$ cat src/rtl/apogee_pkg.sv
// Shared types and default timing constants for the Apogee/RK86 timing block.
package apogee_pkg;

  // Reset sequencer states
  typedef enum logic [1:0] {
    SEQ_POR  = 2'd0,
    SEQ_HOLD = 2'd1,
    SEQ_RUN  = 2'd2
  } seq_state_t;

  // Apogee timing set (50 MHz system clock)
  localparam int unsigned APG_CPU_DIV  = 28;
  localparam int unsigned APG_TURBO_PH = 14;
  localparam int unsigned APG_F2_OFS   = 2;
  localparam int unsigned APG_PIT_PH   = 4;
  localparam int unsigned APG_PIX_DIV  = 6;
  localparam int unsigned APG_PIX2X_PH = 3;
  localparam int unsigned APG_PS2_DIV  = 3571;
  localparam int unsigned APG_INIT_CYC = 20000000;
  localparam int unsigned APG_RST_MIN  = 15;

  // RK86 timing set (50 MHz system clock)
  localparam int unsigned RK_CPU_DIV   = 32;
  localparam int unsigned RK_TURBO_PH  = 16;
  localparam int unsigned RK_F2_OFS    = 2;
  localparam int unsigned RK_PIT_PH    = 4;
  localparam int unsigned RK_PIX_DIV   = 6;
  localparam int unsigned RK_PIX2X_PH  = 3;
  localparam int unsigned RK_PS2_DIV   = 3571;
  localparam int unsigned RK_INIT_CYC  = 20000000;
  localparam int unsigned RK_RST_MIN   = 15;

  // Counter width for a modulus, never below one bit
  function automatic int unsigned cnt_width(input int unsigned modulus);
    return (modulus > 1) ? $clog2(modulus) : 1;
  endfunction

endpackage

$ cat src/rtl/apogee_strobe_div.sv
// Free-running modulo-DIV counter with a registered one-cycle strobe on PH0
// and, when EN1 is set and ph1_en is high, also on PH1.
module apogee_strobe_div
  import apogee_pkg::*;
#(
  parameter int unsigned DIV = 2,
  parameter int unsigned PH0 = 0,
  parameter int unsigned PH1 = 0,
  parameter bit          EN1 = 1'b0
) (
  input  logic clk,
  input  logic reset_n,
  input  logic ph1_en,
  output logic strobe
);

  localparam int unsigned CNT_W = cnt_width(DIV);

  logic [CNT_W-1:0] cnt;
  logic             hit_c;

  // Phase decode on the current count
  always_comb begin
    hit_c = (cnt == CNT_W'(PH0)) || (EN1 && ph1_en && (cnt == CNT_W'(PH1)));
  end

  // Counter wrap and strobe register
  always_ff @(posedge clk or negedge reset_n) begin
    if (!reset_n) begin
      cnt    <= '0;
      strobe <= 1'b0;
    end else begin
      cnt    <= (cnt == CNT_W'(DIV - 1)) ? '0 : cnt + CNT_W'(1);
      strobe <= hit_c;
    end
  end

endmodule

$ cat src/rtl/apogee_sys_timing.sv
// Clock-enable generation and reset sequencing for the Apogee/RK86 cores.
module apogee_sys_timing
  import apogee_pkg::*;
#(
  parameter int unsigned CPU_DIV  = APG_CPU_DIV,
  parameter int unsigned TURBO_PH = APG_TURBO_PH,
  parameter int unsigned F2_OFS   = APG_F2_OFS,
  parameter int unsigned PIT_PH   = APG_PIT_PH,
  parameter int unsigned PIX_DIV  = APG_PIX_DIV,
  parameter int unsigned PIX2X_PH = APG_PIX2X_PH,
  parameter int unsigned PS2_DIV  = APG_PS2_DIV,
  parameter int unsigned INIT_CYC = APG_INIT_CYC,
  parameter int unsigned RST_MIN  = APG_RST_MIN
) (
  input  logic clk,
  input  logic reset_n,
  input  logic turbo_req,
  input  logic rst_req,
  input  logic hold,
  input  logic cpu_a15,
  output logic ce_f1,
  output logic ce_f2,
  output logic ce_pit,
  output logic ce_dma,
  output logic ce_pix,
  output logic ce_pix2x,
  output logic ce_ps2,
  output logic clk_io,
  output logic turbo_act,
  output logic sys_reset,
  output logic startup
);

  localparam int unsigned POR_W = cnt_width(INIT_CYC + 1);
  localparam int unsigned RST_W = cnt_width(RST_MIN);

  seq_state_t       state, state_nxt;
  logic [POR_W-1:0] por_cnt, por_nxt;
  logic [RST_W-1:0] rst_cnt, rst_nxt;
  logic             cpu_wrap;

  // CPU chain: all instances share modulus and reset, so they run in lockstep
  apogee_strobe_div #(.DIV(CPU_DIV), .PH0(0), .PH1(TURBO_PH), .EN1(1'b1)) u_f1 (
    .clk(clk), .reset_n(reset_n), .ph1_en(turbo_act), .strobe(ce_f1));
  apogee_strobe_div #(.DIV(CPU_DIV), .PH0(F2_OFS), .PH1(TURBO_PH + F2_OFS), .EN1(1'b1)) u_f2 (
    .clk(clk), .reset_n(reset_n), .ph1_en(turbo_act), .strobe(ce_f2));
  apogee_strobe_div #(.DIV(CPU_DIV), .PH0(PIT_PH), .PH1(0), .EN1(1'b0)) u_pit (
    .clk(clk), .reset_n(reset_n), .ph1_en(1'b0), .strobe(ce_pit));
  // Decoding DIV-2 yields a strobe that is high exactly while the count is DIV-1
  apogee_strobe_div #(.DIV(CPU_DIV), .PH0(CPU_DIV - 2), .PH1(0), .EN1(1'b0)) u_wrap (
    .clk(clk), .reset_n(reset_n), .ph1_en(1'b0), .strobe(cpu_wrap));

  // Pixel and PS/2 chains
  apogee_strobe_div #(.DIV(PIX_DIV), .PH0(0), .PH1(0), .EN1(1'b0)) u_pix (
    .clk(clk), .reset_n(reset_n), .ph1_en(1'b0), .strobe(ce_pix));
  apogee_strobe_div #(.DIV(PIX_DIV), .PH0(0), .PH1(PIX2X_PH), .EN1(1'b1)) u_pix2x (
    .clk(clk), .reset_n(reset_n), .ph1_en(1'b1), .strobe(ce_pix2x));
  apogee_strobe_div #(.DIV(PS2_DIV), .PH0(0), .PH1(0), .EN1(1'b0)) u_ps2 (
    .clk(clk), .reset_n(reset_n), .ph1_en(1'b0), .strobe(ce_ps2));

  assign ce_dma = ce_pit;

  // Sequencer state register
  always_ff @(posedge clk or negedge reset_n) begin
    if (!reset_n) begin
      state   <= SEQ_POR;
      por_cnt <= POR_W'(INIT_CYC);
      rst_cnt <= '0;
    end else begin
      state   <= state_nxt;
      por_cnt <= por_nxt;
      rst_cnt <= rst_nxt;
    end
  end

  // Sequencer next state: POR countdown, then RST_MIN quiet clocks before RUN
  always_comb begin
    state_nxt = state;
    por_nxt   = por_cnt;
    rst_nxt   = rst_cnt;
    case (state)
      SEQ_POR: begin
        if (por_cnt == '0) begin
          state_nxt = SEQ_HOLD;
          rst_nxt   = '0;
        end else if (!hold) begin
          por_nxt = por_cnt - POR_W'(1);
        end
      end
      SEQ_HOLD: begin
        if (rst_req || hold) begin
          rst_nxt = '0;
        end else if (rst_cnt == RST_W'(RST_MIN - 1)) begin
          state_nxt = SEQ_RUN;
        end else begin
          rst_nxt = rst_cnt + RST_W'(1);
        end
      end
      SEQ_RUN: begin
        if (rst_req || hold) begin
          state_nxt = SEQ_HOLD;
          rst_nxt   = '0;
        end
      end
      default: begin
        state_nxt = SEQ_POR;
        por_nxt   = POR_W'(INIT_CYC);
        rst_nxt   = '0;
      end
    endcase
  end

  // Registered reset, startup overlay, turbo latch and I/O clock
  always_ff @(posedge clk or negedge reset_n) begin
    if (!reset_n) begin
      sys_reset <= 1'b1;
      startup   <= 1'b1;
      turbo_act <= 1'b0;
      clk_io    <= 1'b0;
    end else begin
      sys_reset <= (state_nxt != SEQ_RUN);
      startup   <= sys_reset | (startup & ~cpu_a15);
      clk_io    <= ~clk_io;
      if (cpu_wrap) turbo_act <= turbo_req;
    end
  end

endmodule

$ cat config.mk
export PLATFORM = sky130hd
export DESIGN_NAME = apogee_sys_timing
export DESIGN_NICKNAME = d
export VERILOG_FILES = /design/src/rtl/apogee_pkg.sv /design/src/rtl/apogee_strobe_div.sv /design/src/rtl/apogee_sys_timing.sv
export SDC_FILE = /design/constraint.sdc
export NUM_CORES = 1
export LEC_CHECK = 0
export CORE_MARGIN = 2
export CORE_UTILIZATION = 55
export DETAILED_ROUTE_END_ITERATION = 10
export PLACE_DENSITY = 0.75
export SLEW_MARGIN = 0
export SYNTH_ARGS = -nofsm -noshare
export SYNTH_HDL_FRONTEND = slang
export SYNTH_SLANG_ARGS = --single-unit
export TNS_END_PERCENT = 5
$ cat constraint.sdc
create_clock -name clk -period 2.05 [get_ports clk]
set_clock_uncertainty 0.15 [all_clocks]
set_input_delay 0.41 -clock clk [delete_from_list [all_inputs] [get_ports clk]]
set_output_delay 0.41 -clock clk [all_outputs]
set_load 0.005 [all_outputs]
==> results.txt, run 1 <==
Status: finished, violations left
Violations in the final reports: setup timing
Max Clk Rate: 0.456 GHz
Syn Inst Count: 404
DRT Pass-1 Iters: 4
Final setup viols: 8
Clock buffer depth: 2
Pwr Density: 694 nW/um^2
Clk pwr share: 32.6%
Final Wtd Congestion: 0.866
Ys async rst share: 100%
Crit share post-route: 107%
Vias per cell: 5.49
Fin. Hold Viols: 0
Power share of the sequential group: 50.8%
CP max stage delay: 0.47 ns
Final nets: 508
Worst VDD drop: 0.000502 V
Total power draw: 0.00352 W
Area of the multi-input gates: 2030 um^2
CP Cell Sequence: or3_4 -> or2_1 -> or3_4 -> or4_1 -> a21oi_1
DR WL/cell: 13.2 um
GR Util met3: 3.86%
Reported net switching power: 0.000941 W
Average size of a mapped cell: 10.0 um^2
Most frequent cells in the layout: 70 x dfrtp_1, 55 x buf_4, 50 x nand2_1, 31 x nor2_1, 26 x inv_1
Met2 Use GR: 34.4%
Die ar.: 8090 um^2
Post-synth EDFFs: 0
HP Class: reg -> reg
Final ANT Viol Nets: 0
Top cell type's share of synthesized area: 43.1%
Synth Register Bits: 80
Busiest grt layer: met2
Die X-Extent: 89.9 um
Vias in the first global route: 3148
CP endpoint kind: flop
Delay-heaviest family, CP: simple AND/OR/NAND/NOR gates
Initial core utilization: 56.3%
Site Rows: 31
Top_reg_cell synth: dfrtp_1
Worst setup startpoint: por_cnt[12]
H-tree depth: 3
Largest net degree at the start of global routing: 41
Internal power: 0.00258 W
CP arrival: 2.31 ns
Sw Share: 26.7%
P_leak: 2.21 nW
TritonCTS Sinks: 80
Sequential fraction of the synthesis area: 49.6%
Clk root buf: clkbuf_8
Storage cell area: 2010 um^2
Min cycle time layout: 2.19 ns
R2R Path Start: por_cnt[12]
Ant diodes: 0
# IOs: 17
CP max FO: 3
# Max-Cap Violations: 0
Hold_ws: 0.271 ns
Most common cell after layout, fill and taps aside: dfrtp_1
Comb power frac: 16.6%
Startpoint types: flop
Setup TNS: -0.323 ns
RSZ-0062 raised after global routing: yes
Slew Limit Headroom: 71.9%
Port bufs: 16
Vias: 3205
CP Class: reg -> reg
Iter 0 DRT Violations: 165
GRT overflow: 0
Post-route cell area: 5080 um^2
Yosys top cell by area: dfrtp_1
Hold_sp: clk_io
Grt met1 use: 25.6%
Share of layout cells above drive strength 1: 24.3%
Crit-path slowest cell: or4_1
Final core occ: 70.4%
CTS buffer count: 9
Setup WS post-layout: -0.144 ns
Slew Limit Fails: 0
TritonCTS clock tree: yes
Die Height: 89.9 um
HPWL Detailed: 5.49 mm
Unique cell type count in the Yosys netlist: 55
Core region area: 7210 um^2
Syn Nets: 431
Mapped cell area: 4060 um^2
Clock Latency Late Sink: 0.34 ns
Area contributors post-synth: dfrtp_1 43%, dfstp_2 6.5%, ha_1 6.5%
Synth warn: 0
Synthesis-to-finish area growth: 25.0%
DP Area: 4740 um^2
GRT Resource Usage Total: 20.0%
Least-Margin Pin Slew: 0.418 ns
Routed wire length: 7.70 mm
Fillers: 551
WP buf/inv: 0
First-pass GRT wire length: 13.4 mm
Clock slew at reported path FFs: 0.08 ns
Drt drc: 0
Crit path top cell by count: or3_4
Initial antenna violation count: 0
Required @ worst endpoint: 2.16 ns
[worst paths after layout]
| kind | end | slack [ns] | cells after the start |
|---|---|---|---|
| worst min register to register | clk_io | 0.27 | 1 |
| worst max-delay path | por_cnt[18] | -0.14 | 5 |
| worst min-delay path | clk_io | 0.27 | 1 |
| max in group asynchronous | por_cnt[20] | 0.79 | 3 |
| min in group asynchronous | por_cnt[2] | 0.34 | 2 |
| worst max register to register | por_cnt[18] | -0.14 | 5 |
[stage by stage]
step / instances / setup WS, ns
floorplan: 404 / -0.103
global placement: 567 / -0.193
detailed placement: 567 / -0.233
CTS: 583 / -0.163
global route: 584 / -0.192
finish: 584 / -0.144
[cells by family (layout without fill, tap and decap cells)]
group,after synthesis,after routing,synth area share [%]
xor gates and xnor gates,19,19,4.10
DFF,80,80,49.6
adders and majority gates,21,21,6.47
AOI/OAI and AO/OA,78,78,12.8
and+or+nand+nor,161,161,20.9
muxes,10,10,2.62
buffers and inverters,35,116,3.45
[flip-flops by register name (all words and copies together), names as in the netlist, 2 cells and up]
| name | flops |
|---|---|
| u_f2.cnt | 5 |
| u_ps2.cnt | 12 |
| state | 2 |
| por_cnt | 25 |
| rst_cnt | 4 |
| u_pix2x.cnt | 3 |
| u_f1.cnt | 5 |
| u_pit.cnt | 5 |
| u_pix.cnt | 3 |
| u_wrap.cnt | 5 |
[synth_stat cells (2+ instances only)]
master,number
o31a_1,5
o21ai_0,19
and3_1,7
xor2_1,7
ha_1,21
inv_1,27
a31oi_1,3
xnor2_1,12
or2_2,3
dfstp_2,10
o311ai_0,2
nand3_1,12
or4_1,8
o21ai_1,2
mux2_1,2
a22oi_1,2
nor3_1,6
dfrtp_1,70
clkbuf_1,6
mux2_2,3
o41ai_1,2
a21o_1,2
o31ai_1,8
nor4_1,4
or3_1,7
nand4_1,6
a211oi_1,2
nor3b_1,3
or3_2,2
nand3b_1,2
nor4_4,2
a21oi_1,18
nor2_1,31
o211ai_1,4
mux2i_1,5
nand2b_1,3
nand2_1,52
and4_1,3
o21bai_1,2
nor2b_1,4
[routing by layer]
| layer | wire length [um] | vias to the layer above |
|---|---|---|
| li1 | - | 1588 |
| met4 | 102 | 0 |
| met5 | 0 | - |
| met3 | 192 | 11 |
| met2 | 3780 | 38 |
| met1 | 3630 | 1568 |
[final cells by class]
type	count	share of cell area [%]
clock buffers	11	2.79
clock inverters	4	1.06
inverters	27	2.00
multi-input cells	289	39.9
flip-flops and latches	80	39.7
well taps	99	2.44
repair buffers	74	12.1
[power by group through the flow]
stage	registers, W	clock network [W]	logic, W
after floorplan	0.00183	0	0.000198
after global routing	0.00180	0.00125	0.000640
final	0.00179	0.00115	0.000584
after CTS	0.00178	0.00118	0.000536
after detailed placement	0.00181	0	0.000518
after global placement	0.00180	0	0.000499
[timing repair]
item,in CTS,in global routing
hold buffers,1,0
endpoints found under the hold margin,18,0
buffers inserted,0,1
resized for setup,11,16
pin swaps,8,10
endpoints found under the setup margin,17,25
No activity file was read; power rests on OpenSTA's default activity.
==> inputs of run 2 (changes only) <==
Clock period 2.05 ns to 1.9 ns, I/O delays scaled along.
==> run 2 against run 1 <==
Compared with the run above:
- the run still ends with setup timing left
- maximum frequency decreased by 0.41%
- die area unchanged
- global-route usage is 1.1 points higher
- non-clock buffer count increased by 8
- count of clock-buffer cells in the layout down 1
- sequential cell count stayed put
- clock power grew 20%
- worst hold slack lost 0.0074 ns
- via count grew 1.3%
- largest power group unchanged
==> results.txt, run 2 (same netlist as run 1, synthesis figures left out) <==
Drt drc: 0
Violations in the final reports: setup timing
Largest register FFs: 25
Power share of the sequential group: 48.5%
Hold_ws: 0.264 ns
TritonCTS clock tree: yes
Vias in the first global route: 3237
Fin. Hold Viols: 0
Max Clk Rate: 0.454 GHz
GRT overflow: 0
Crit share post-route: 116%
Vias: 3246
Most flops, register: por_cnt
DR WL/cell: 13.4 um
Die Height: 89.9 um
Setup WS post-layout: -0.303 ns
Iter 0 DRT Violations: 150
Clock buffer depth: 2
Largest regs: por_cnt (25), u_ps2.cnt (12)
DRT Pass-1 Iters: 4
CP endpoint kind: flop
Largest net degree at the start of global routing: 40
Setup TNS: -2.27 ns
H-tree depth: 3
Internal power: 0.00292 W
TritonCTS Sinks: 80
Most frequent cells in the layout: 70 x dfrtp_1, 62 x buf_4, 50 x nand2_1, 30 x nor2_1, 25 x inv_1
Final ANT Viol Nets: 0
Initial core utilization: 56.3%
Total power draw: 0.00396 W
Clock slew at reported path FFs: 0.08 ns
Reported net switching power: 0.00104 W
CP Class: reg -> reg
Pwr Density: 762 nW/um^2
Clock Latency Late Sink: 0.35 ns
HP Class: reg -> reg
Postcts setup bufs: 0
Die ar.: 8090 um^2
P_leak: 2.28 nW
Slew Limit Headroom: 72.3%
Storage cell area: 2010 um^2
Startpoint types: flop
Least-Margin Pin Slew: 0.416 ns
Final nets: 516
Required @ worst endpoint: 2.03 ns
CP max FO: 3
Synthesis-to-finish area growth: 27.9%
Final setup viols: 24
HPWL Detailed: 5.74 mm
Ant diodes: 0
RSZ-0062 raised after global routing: yes
Final core occ: 72.0%
GRT Resource Usage Total: 21.1%
Port bufs: 16
Slew Limit Fails: 0
Core region area: 7210 um^2
CP arrival: 2.33 ns
Share of layout cells above drive strength 1: 28.1%
Clk pwr share: 34.8%
Most common cell after layout, fill and taps aside: dfrtp_1
Clk root buf: clkbuf_8
Status: finished, violations left
CTS buffer count: 9
Sw Share: 26.2%
Worst VDD drop: 0.000573 V
Final Wtd Congestion: 0.878
Routed wire length: 7.93 mm
Comb power frac: 16.7%
Fillers: 525
Setup WS pre-CTS: -0.371 ns
Vias per cell: 5.47
Area of the multi-input gates: 2060 um^2
Initial antenna violation count: 0
First-pass GRT wire length: 14.1 mm
# Max-Cap Violations: 0
Site Rows: 31
Min cycle time layout: 2.20 ns
Die X-Extent: 89.9 um
# IOs: 17
-- run 2: cell types whose count changed in the layout (fill, tap and decap cells not counted), moves of 2 or more --
cell             change
clkdlybuf4s50_1      -2
a21oi_2              +2
dlygate4sd2_1        +2
buf_4                +7
a21oi_1              -2
clkinvlp_4           -2
-- run 2: worst max-delay path: stages, from the launching register on --
cell and delay [ns]:
dfrtp_1 0.42, or3_4 0.39, or2_4 0.24, or3_4 0.33, or4_4 0.49, a21oi_2 0.13
-- run 2: final timing paths --
path	from	endpoint	slack [ns]	cells after the start
setup / recovery	por_cnt[12]	por_cnt[18]	-0.30	5
hold / removal	clk_io	clk_io	0.26	1
setup reg to reg	por_cnt[12]	por_cnt[18]	-0.30	5
hold reg to reg	clk_io	clk_io	0.26	1
max in group asynchronous	reset_n	por_cnt[21]	0.66	3
min in group asynchronous	reset_n	por_cnt[3]	0.33	2
-- run 2: what timing repair did --
action,CTS,global route
endpoints found under the hold margin,21,0
hold buffers,1,0
resized for setup,25,18
pin swaps,8,9
endpoints found under the setup margin,33,31
cloned,0,0
-- run 2: cell type report --
class,instances,share of cell area [%]
Multi-Input combinational cell,289,39.6
Sequential cell,80,38.8
Timing Repair Buffer,82,13.0
Clock buffer,10,2.46
Tap cell,99,2.39
Inverter,27,1.95
Clock inverter,6,1.76
-- run 2: routing by layer --
| metal | track usage, % | vias up | wire length, um |
|---|---|---|---|
| met5 | 0 | - | 0 |
| met3 | 3.44 | 9 | 267 |
| met4 | 8.33 | 0 | 81 |
| li1 | - | 1602 | - |
| met1 | 27.6 | 1586 | 3590 |
| met2 | 35.4 | 49 | 3990 |
-- run 2: power by group through the flow --
stage / combinational (W) / sequential [W] / clock [W]
5_1_grt: 0.000732 / 0.00194 / 0.00149
2_1_floorplan: 0.000214 / 0.00197 / 0
3_3_place_gp: 0.000572 / 0.00194 / 0
4_1_cts: 0.000622 / 0.00191 / 0.00141
3_5_place_dp: 0.000591 / 0.00194 / 0
6_report: 0.000662 / 0.00192 / 0.00138
-- run 2: through the flow --
stage	instance area, um^2	instances
2_1_floorplan	4070	404
3_3_place_gp	4810	576
3_5_place_dp	4810	576
4_1_cts	5120	593
5_1_grt	5190	593
6_report	5190	593
==> inputs of run 3 (changes only) <==
Settings changed: PLACE_DENSITY 0.75 to 0.76.
==> run 3 against run 2 <==
Compared with the run above:
- the run still ends with setup timing left
- critical path type unchanged
- critical path depth did not move
- first-iteration DRC count increased by 24%
- global-route usage is 1.0 points higher
- maximum frequency decreased by 0.69%
- via count rose by 0.25%
- sequential power barely moved
==> results.txt, run 3 (same netlist as run 1, synthesis figures left out) <==
Die ar.: 8090 um^2
CP max FO: 3
Iter 0 DRT Violations: 186
DRT Pass-1 Iters: 4
Metal2 WL: 4.31 mm
Clock Latency Late Sink: 0.36 ns
Violations in the final reports: setup timing
Comb power frac: 15.9%
Status: finished, violations left
Slew Limit Headroom: 68.1%
Startpoint types: flop
Clk pwr share: 35.7%
Met1 WL: 3.77 mm
Most frequent cells in the layout: 69 x dfrtp_1, 62 x buf_4, 52 x nand2_1, 31 x nor2_1, 26 x inv_1
Setup WS post-layout: -0.319 ns
Largest net degree at the start of global routing: 39
Pwr Density: 769 nW/um^2
TritonCTS Sinks: 80
Final Non-Filler Cells: 593
GRT overflow: 0
TritonCTS clock tree: yes
Post-route cell area: 5190 um^2
Required @ worst endpoint: 2.04 ns
Clk root buf: clkbuf_8
Core region area: 7210 um^2
DR WL/cell: 14.3 um
First-pass GRT wire length: 14.7 mm
Synthesis-to-finish area growth: 27.7%
Clock buffer depth: 2
Vias: 3254
Final setup viols: 26
Most flops, register: por_cnt
Reported net switching power: 0.00106 W
Power share of the sequential group: 48.4%
# IOs: 17
Worst VDD drop: 0.000438 V
Hold_ws: 0.268 ns
HP Class: reg -> reg
DP Area: 4790 um^2
Least-Margin Pin Slew: 0.475 ns
Clock slew at reported path FFs: 0.09 ns
Share of layout cells above drive strength 1: 26.7%
Site Rows: 31
Uppermost routed layer: met4
Port bufs: 16
CTS buffer count: 9
Final nets: 516
RSZ-0062 raised after global routing: yes
Min cycle time layout: 2.22 ns
Ant diodes: 0
Die X-Extent: 89.9 um
Final ANT Viol Nets: 0
Largest register FFs: 25
Max Clk Rate: 0.451 GHz
Internal power: 0.00293 W
Placed Instances: 572
Fin. Hold Viols: 0
Die Height: 89.9 um
Most common cell after layout, fill and taps aside: dfrtp_1
Setup WS pre-CTS: -0.269 ns
CP Class: reg -> reg
P_leak: 2.27 nW
Initial antenna violation count: 0
# Max-Cap Violations: 0
H-tree depth: 3
Final Wtd Congestion: 0.833
GRT Resource Usage Total: 22.1%
Drt drc: 0
Initial core utilization: 56.3%
Crit share post-route: 117%
Slew Limit Fails: 0
Vias in the first global route: 3249
HPWL Detailed: 5.85 mm
Largest regs: por_cnt (25), u_ps2.cnt (12)
CP endpoint kind: flop
Vias per cell: 5.49
Routed wire length: 8.46 mm
Fillers: 529
Met3 WL: 218 um
CP arrival: 2.36 ns
Sw Share: 26.5%
run 3: through the flow:
stage,TNS (ns),total power [W],utilization [%]
6_report,-4.26,0.00399,71.9
5_1_grt,-7.15,0.00415,71.9
4_1_cts,-3.75,0.00396,70.4
3_5_place_dp,-4.72,0.00251,66.5
3_3_place_gp,-4.14,0.00249,66.5
2_1_floorplan,-3.59,0.00218,-
run 3: per-layer routing:
metal	vias up	global-route usage [%]
li1	1607	-
met1	1588	28.9
met2	44	37.0
met3	15	3.27
met4	0	9.74
met5	-	0
run 3: layout make-up:
class                   count  area [um^2]  share of cell area (%)
clock inverters             6         90.1                    1.74
repair buffers             82          686                    13.2
flip-flops and latches     80         2020                    38.9
well taps                  99          124                    2.39
multi-input cells         289         2030                    39.2
clock buffers              10          138                    2.65
inverters                  27          101                    1.95
run 3: what timing repair did:
action | in CTS | in global routing
setup endpoints to repair | 28 | 31
setup buffers | 0 | 4
endpoints found under the hold margin | 24 | 0
hold buffers | 1 | 0
gates resized for setup | 12 | 21
pin swaps | 13 | 8
run 3: path summary, 6_finish.rpt:
check / from / end / slack (ns) / cells after the start
max in group asynchronous: reset_n / por_cnt[21] / 0.63 / 3
worst min register to register: clk_io / clk_io / 0.27 / 1
worst max register to register: por_cnt[12] / por_cnt[18] / -0.32 / 5
worst max-delay path: por_cnt[12] / por_cnt[18] / -0.32 / 5
worst min-delay path: clk_io / clk_io / 0.27 / 1
min in group asynchronous: reset_n / por_cnt[6] / 0.34 / 2
run 3: power groups by stage:
stage | logic, W | registers, W | clock network, W
floorplan | 0.000214 | 0.00197 | 0
global placement | 0.000545 | 0.00194 | 0
detailed placement | 0.000566 | 0.00195 | 0
CTS | 0.000591 | 0.00192 | 0.00145
global route | 0.000703 | 0.00194 | 0.00150
finish | 0.000634 | 0.00193 | 0.00142
run 3: critical path, stage by stage, from the launching register on:
cell     delay [ns]
dfrtp_2        0.44
or3_4          0.37
or2_1          0.23
or3_4          0.33
or4_1          0.48
a21oi_1        0.14
==> edit 1, RTL diff (config.mk and constraints of run 1) <==
Put a register stage on the output `ce_ps2`. The value now appears one clock later. The other outputs are not delayed to match.
--- a/src/rtl/apogee_sys_timing.sv
+++ b/src/rtl/apogee_sys_timing.sv
@@ -36,2 +36,4 @@
 
+  logic ce_ps2_d;
+
   seq_state_t       state, state_nxt;
@@ -58,3 +60,3 @@
   apogee_strobe_div #(.DIV(PS2_DIV), .PH0(0), .PH1(0), .EN1(1'b0)) u_ps2 (
-    .clk(clk), .reset_n(reset_n), .ph1_en(1'b0), .strobe(ce_ps2));
+    .clk(clk), .reset_n(reset_n), .ph1_en(1'b0), .strobe(ce_ps2_d));
 
@@ -127,2 +129,6 @@
 
+  always_ff @(posedge clk) begin
+    ce_ps2 <= ce_ps2_d;
+  end
+
 endmodule
Formal check against the unedited RTL: not equivalent (a bounded check fails within 4 cycles, from zero or initial values and one cycle with reset_n low).
==> edit 1 against run 1 <==
Die area is 0.47% higher; critical path type unchanged; design area hardly changed; sequential power is 2% higher; sequential cell count is 1 higher; the run still ends with setup timing left; setup slack worse by 5.9 ps; area after synthesis is 0.49% higher; routed wire length is 0.53% higher; count of clock-buffer cells in the layout stayed put; power is 4.9% higher.
==> edit 1: results (changes against run 1) <==
metric,value,unit,change
status,"complete, but fails checks",,unchanged
failing checks,setup timing,,unchanged
Die Wd,90.1,um,was 89.9 um
hold depth,0,,was 1
GRT overflow,0,,unchanged
mux cell area share after synthesis,0.0261,,was 0.0262
Final setup viols,6,,was 8
M1 GR Usage,0.263,,was 0.256
post-layout net count,501,,was 508
end of the worst hold path,ce_ps2,,was clk_io
worst r2r src,por_cnt[12],,unchanged
reg2reg end,por_cnt[18],,unchanged
all-layer global routing usage,0.204,,was 0.200
non-filler instance count after layout,578,,was 584
Syn Inst Count,405,,was 404
CP Max Fanout,3,,unchanged
Vias/cell,5.47,,was 5.49
adder-cell share of the synthesized area,0.0644,,was 0.0647
"Seq/Total Area, Yosys",0.499,,was 0.496
DRC viols,0,,unchanged
share of cells above drive strength 1,0.242,,was 0.243
hpwl dp,5430,um,was 5490 um
Post-Place Worst Slack,-206,ps,was -233 ps
worst vdd rail ir drop,354,uV,was 502 uV
XOR/XNOR share of the synthesized area,0.0408,,was 0.0410
hold crit path type,register to register,,unchanged
first-pass GRT wire length,13700,um,was 13400 um
Post-Syn Nets,432,,was 431
Synth Area in Compound Gates,0.128,,about the same
met2 Resource Use GR,0.352,,was 0.344
placed cells,559,,was 567
GRT busiest layer,met2,,unchanged
Layout fillers,539,,was 551
pin count of the biggest net entering global routing,81,,was 41
CP arrival,2340,ps,was 2310 ps
async set-reset flop share out of synthesis,0.988,,was 1.00
Post-synth top flop,dfrtp_1,,unchanged
leak pwr,2.21,nW,about the same
Ys Warns,0,,unchanged
sw frac,0.261,,was 0.267
Pre-antenna DRT Iters,4,,unchanged
reg2reg path depth,5,,unchanged
routability-driven placement congestion ratio,0.828,,was 0.866
routed length per instance,13.4,um,was 13.2 um
"EDFF count, synth",0,,unchanged
TritonCTS Buffers,9,,unchanged
synth top area cells,"dfrtp_1 (43%), dfstp_2 (6.4%), ha_1 (6.4%)",,"was dfrtp_1 (43%), dfstp_2 (6.5%), ha_1 (6.5%)"
vias in the first global route,3097,,was 3148
hold_sp,u_ps2.strobe,,was clk_io
Slew headroom,0.702,,was 0.719
hold slack,206,ps,was 271 ps
number of port buffers,16,,unchanged
Commonest cells post-synth,"dfrtp_1 (70), nand2_1 (52), nor2_1 (31)",,unchanged
# H-tree levels,3,,unchanged
top flop regs,"por_cnt (25), u_ps2.cnt (12)",,unchanged
met3 usage,0.0427,,was 0.0386
Initial DRC Count,151,,was 165
final setup margin,-150,ps,was -144 ps
Synth cell types,56,,was 55
-- edit 1: cell count changes after synthesis, sizes merged --
cell / before / now
dfxtp: 0 / 1
-- edit 1: cell families (layout without fill, tap and decap cells) --
family                     Yosys count  after routing
and+or+nand+nor                    161            161
muxes                               10             10
xor gates and xnor gates            19             19
buffers and inverters               35            109
AOI/OAI and AO/OA                   78             78
DFF                                 81             81
adders and majority gates           21             21
-- edit 1: what timing repair did --
| item | 4_1_cts | 5_1_grt |
|---|---|---|
| buffers inserted | 0 | 2 |
| gates resized for setup | 13 | 14 |
| hold buffers | 1 | 0 |
| pin swaps | 7 | 7 |
| endpoints found under the hold margin | 70 | 0 |
| setup endpoints to repair | 17 | 23 |
-- edit 1: how the worst max path moves through the flow --
| stage | startpoint | endpoint | slack [ps] | cells after the start |
|---|---|---|---|---|
| CTS | por_cnt[12] | por_cnt[18] | -140 | 5 |
| floorplan | por_cnt[12] | por_cnt[18] | -100 | 5 |
| global route | por_cnt[12] | por_cnt[18] | -200 | 5 |
| finish | por_cnt[12] | por_cnt[18] | -150 | 5 |
| global placement | hold | por_cnt[19] | -160 | 7 |
| detailed placement | por_cnt[12] | por_cnt[18] | -210 | 5 |
-- edit 1: power by group through the flow --
stage | registers (mW) | logic [mW] | clock network [mW]
after floorplan | 1.85 | 0.198 | 0
after global placement | 1.83 | 0.450 | 0
after detailed placement | 1.83 | 0.465 | 0
after CTS | 1.82 | 0.484 | 1.38
after global routing | 1.85 | 0.569 | 1.46
final | 1.83 | 0.508 | 1.35
-- edit 1: routing by layer --
metal / share of wire / up-vias
met4: 0.011 / 0
met1: 0.46 / 1541
met2: 0.50 / 37
met5: 0 / -
met3: 0.025 / 9
li1: - / 1573
-- edit 1: layout make-up --
class,instances,area (sq um),share of cell area
inverter,27,101,0.0200
multi-input combinational,289,2020,0.399
sequential,81,2040,0.402
clock inverter,5,85.1,0.0168
tap,99,124,0.0244
clock buffer,11,151,0.0299
timing repair buffer,66,548,0.108
-- edit 1: stage by stage --
step	instance area, sq um	setup TNS [ps]
5_1_grt	5070	-1600
6_report	5070	-254
2_1_floorplan	4090	-763
4_1_cts	5000	-318
3_3_place_gp	4700	-1050
3_5_place_dp	4700	-1650
-- edit 1: worst max-delay path: stages (launching register included) --
cell and delay [ps]:
dfrtp_1 420, or3_4 390, or2_4 240, or3_4 330, or4_4 490, a21oi_2 130
==> edit 2, RTL diff (config.mk and constraints of run 1) <==
Without the edit above. `EN1` is set to 1'b1 in 3 places; all go to 1'b0.
--- a/src/rtl/apogee_sys_timing.sv
+++ b/src/rtl/apogee_sys_timing.sv
@@ -42,5 +42,5 @@
   // CPU chain: all instances share modulus and reset, so they run in lockstep
-  apogee_strobe_div #(.DIV(CPU_DIV), .PH0(0), .PH1(TURBO_PH), .EN1(1'b1)) u_f1 (
+  apogee_strobe_div #(.DIV(CPU_DIV), .PH0(0), .PH1(TURBO_PH), .EN1(1'b0)) u_f1 (
     .clk(clk), .reset_n(reset_n), .ph1_en(turbo_act), .strobe(ce_f1));
-  apogee_strobe_div #(.DIV(CPU_DIV), .PH0(F2_OFS), .PH1(TURBO_PH + F2_OFS), .EN1(1'b1)) u_f2 (
+  apogee_strobe_div #(.DIV(CPU_DIV), .PH0(F2_OFS), .PH1(TURBO_PH + F2_OFS), .EN1(1'b0)) u_f2 (
     .clk(clk), .reset_n(reset_n), .ph1_en(turbo_act), .strobe(ce_f2));
@@ -55,3 +55,3 @@
     .clk(clk), .reset_n(reset_n), .ph1_en(1'b0), .strobe(ce_pix));
-  apogee_strobe_div #(.DIV(PIX_DIV), .PH0(0), .PH1(PIX2X_PH), .EN1(1'b1)) u_pix2x (
+  apogee_strobe_div #(.DIV(PIX_DIV), .PH0(0), .PH1(PIX2X_PH), .EN1(1'b0)) u_pix2x (
     .clk(clk), .reset_n(reset_n), .ph1_en(1'b1), .strobe(ce_pix2x));
Formal check against the unedited RTL: not equivalent (Yosys sat finds a counterexample within 10 cycles, from zero or initial values and one cycle with reset_n low).
==> edit 2 against run 1 <==
Global-route usage grew 3.0 points; largest cell class unchanged; routed wire length grew 12%; sequential cell count is the same; setup slack lost 290 ps; the run still ends with setup timing left; design area grew 1.5%; synthesized cell count grew 1.7%; area after synthesis shrank 1.1%.
Power is not compared: it rests on default switching activity, and its combinational part moved more than twofold at a synthesized area within 25%.
==> edit 2: results (changes against run 1) <==
metric,value,unit,change
share of cells above drive strength 1,0.260,,was 0.243
Post-Place Worst Slack,-500,ps,was -233 ps
Logic pwr share,0.284,,
XOR/XNOR share of the synthesized area,0.0436,,was 0.0410
via count,3293,,was 3205
status,"complete, but fails checks",,unchanged
Final setup viols,23,,was 8
Layout fillers,515,,was 551
Synth cell types,52,,was 55
hpwl dp,5780,um,was 5490 um
failing checks,setup timing,,unchanged
Syn Inst Count,411,,was 404
clock tree cell share of total cell area,0.0449,,was 0.0385
P&R area growth vs syn,28.3,%,was 25.0%
Area after DPL,0.00475,sq mm,was 0.00474 sq mm
Commonest cells post-synth,"dfrtp_1 (70), nand2_1 (56), nor2_1 (30)",,"was dfrtp_1 (70), nand2_1 (52), nor2_1 (31)"
adder-cell share of the synthesized area,0.0561,,was 0.0647
mapped cell area,0.00402,sq mm,was 0.00406 sq mm
setup TNS,-4970,ps,was -323 ps
PostCTS Resize Cnt,14,,was 11
met1 WL,3880,um,was 3630 um
synth top area cells,"dfrtp_1 (44%), dfstp_2 (6.5%), ha_1 (5.6%)",,"was dfrtp_1 (43%), dfstp_2 (6.5%), ha_1 (6.5%)"
first-pass GRT wire length,14000,um,was 13400 um
non-filler instance count after layout,595,,was 584
Routed met3 length,292,um,was 192 um
"Seq/Total Area, Yosys",0.502,,was 0.496
number of setup buffers added after CTS,1,,was 0
met3 usage,0.0508,,was 0.0386
Seq/total area,0.391,,was 0.397
slew of the pin with the lowest slew margin,642,ps,was 418 ps
sequential cells,80,,unchanged
routability-driven placement congestion ratio,0.880,,was 0.866
buffering overhead,0.128,,was 0.121
met2 Resource Use GR,0.392,,was 0.344
final setup margin,-438,ps,was -144 ps
CP arrival,2620,ps,was 2310 ps
all-layer global routing usage,0.229,,was 0.200
pin count of the biggest net entering global routing,81,,was 41
Pre-antenna DRT Iters,6,,was 4
Synth Area in Compound Gates,0.106,,was 0.128
met2 wire len,4270,um,was 3780 um
vias in the first global route,3147,,was 3148
#MultiIn Comb,293,,was 289
Post-Syn Nets,435,,was 431
nonclk buf count,79,,was 74
placed cells,577,,was 567
CLK BUF,12,,was 11
inverters,28,,was 27
M1 GR Usage,0.291,,was 0.256
mux cell area share after synthesis,0.0308,,was 0.0262
fraction of area in multi-input gates,0.391,,was 0.399
routed length per instance,14.5,um,was 13.2 um
==> edit 2: cell types whose count changed in the layout (fill, tap and decap cells not counted), sizes merged, moves of 3 or more <==
| cell | delta |
|---|---|
| buf | +5 |
| ha | -3 |
| nor4b | +3 |
| a2111oi | +3 |
| nand3 | +9 |
| mux2i | +4 |
| nand2 | +4 |
| nand2b | +4 |
| nor3 | +5 |
| o31ai | -3 |
| or4 | +3 |
| a21oi | -7 |
==> edit 2: critical path: stages, from the launching register on <==
cell	delay, ps
dfrtp_1	410
inv_2	90
ha_4	200
or4_4	420
or3_4	390
or4_2	630
a21oi_2	130
==> edit 2: path summary, 6_finish.rpt <==
check / slack (ps) / from / cells past startpoint / end
setup / recovery: -440 / state[1] / 6 / por_cnt[18]
min in group asynchronous: 450 / reset_n / 3 / rst_cnt[3]
hold reg to reg: 270 / clk_io / 1 / clk_io
setup reg to reg: -440 / state[1] / 6 / por_cnt[18]
hold / removal: 270 / clk_io / 1 / clk_io
max in group asynchronous: 900 / reset_n / 3 / por_cnt[21]
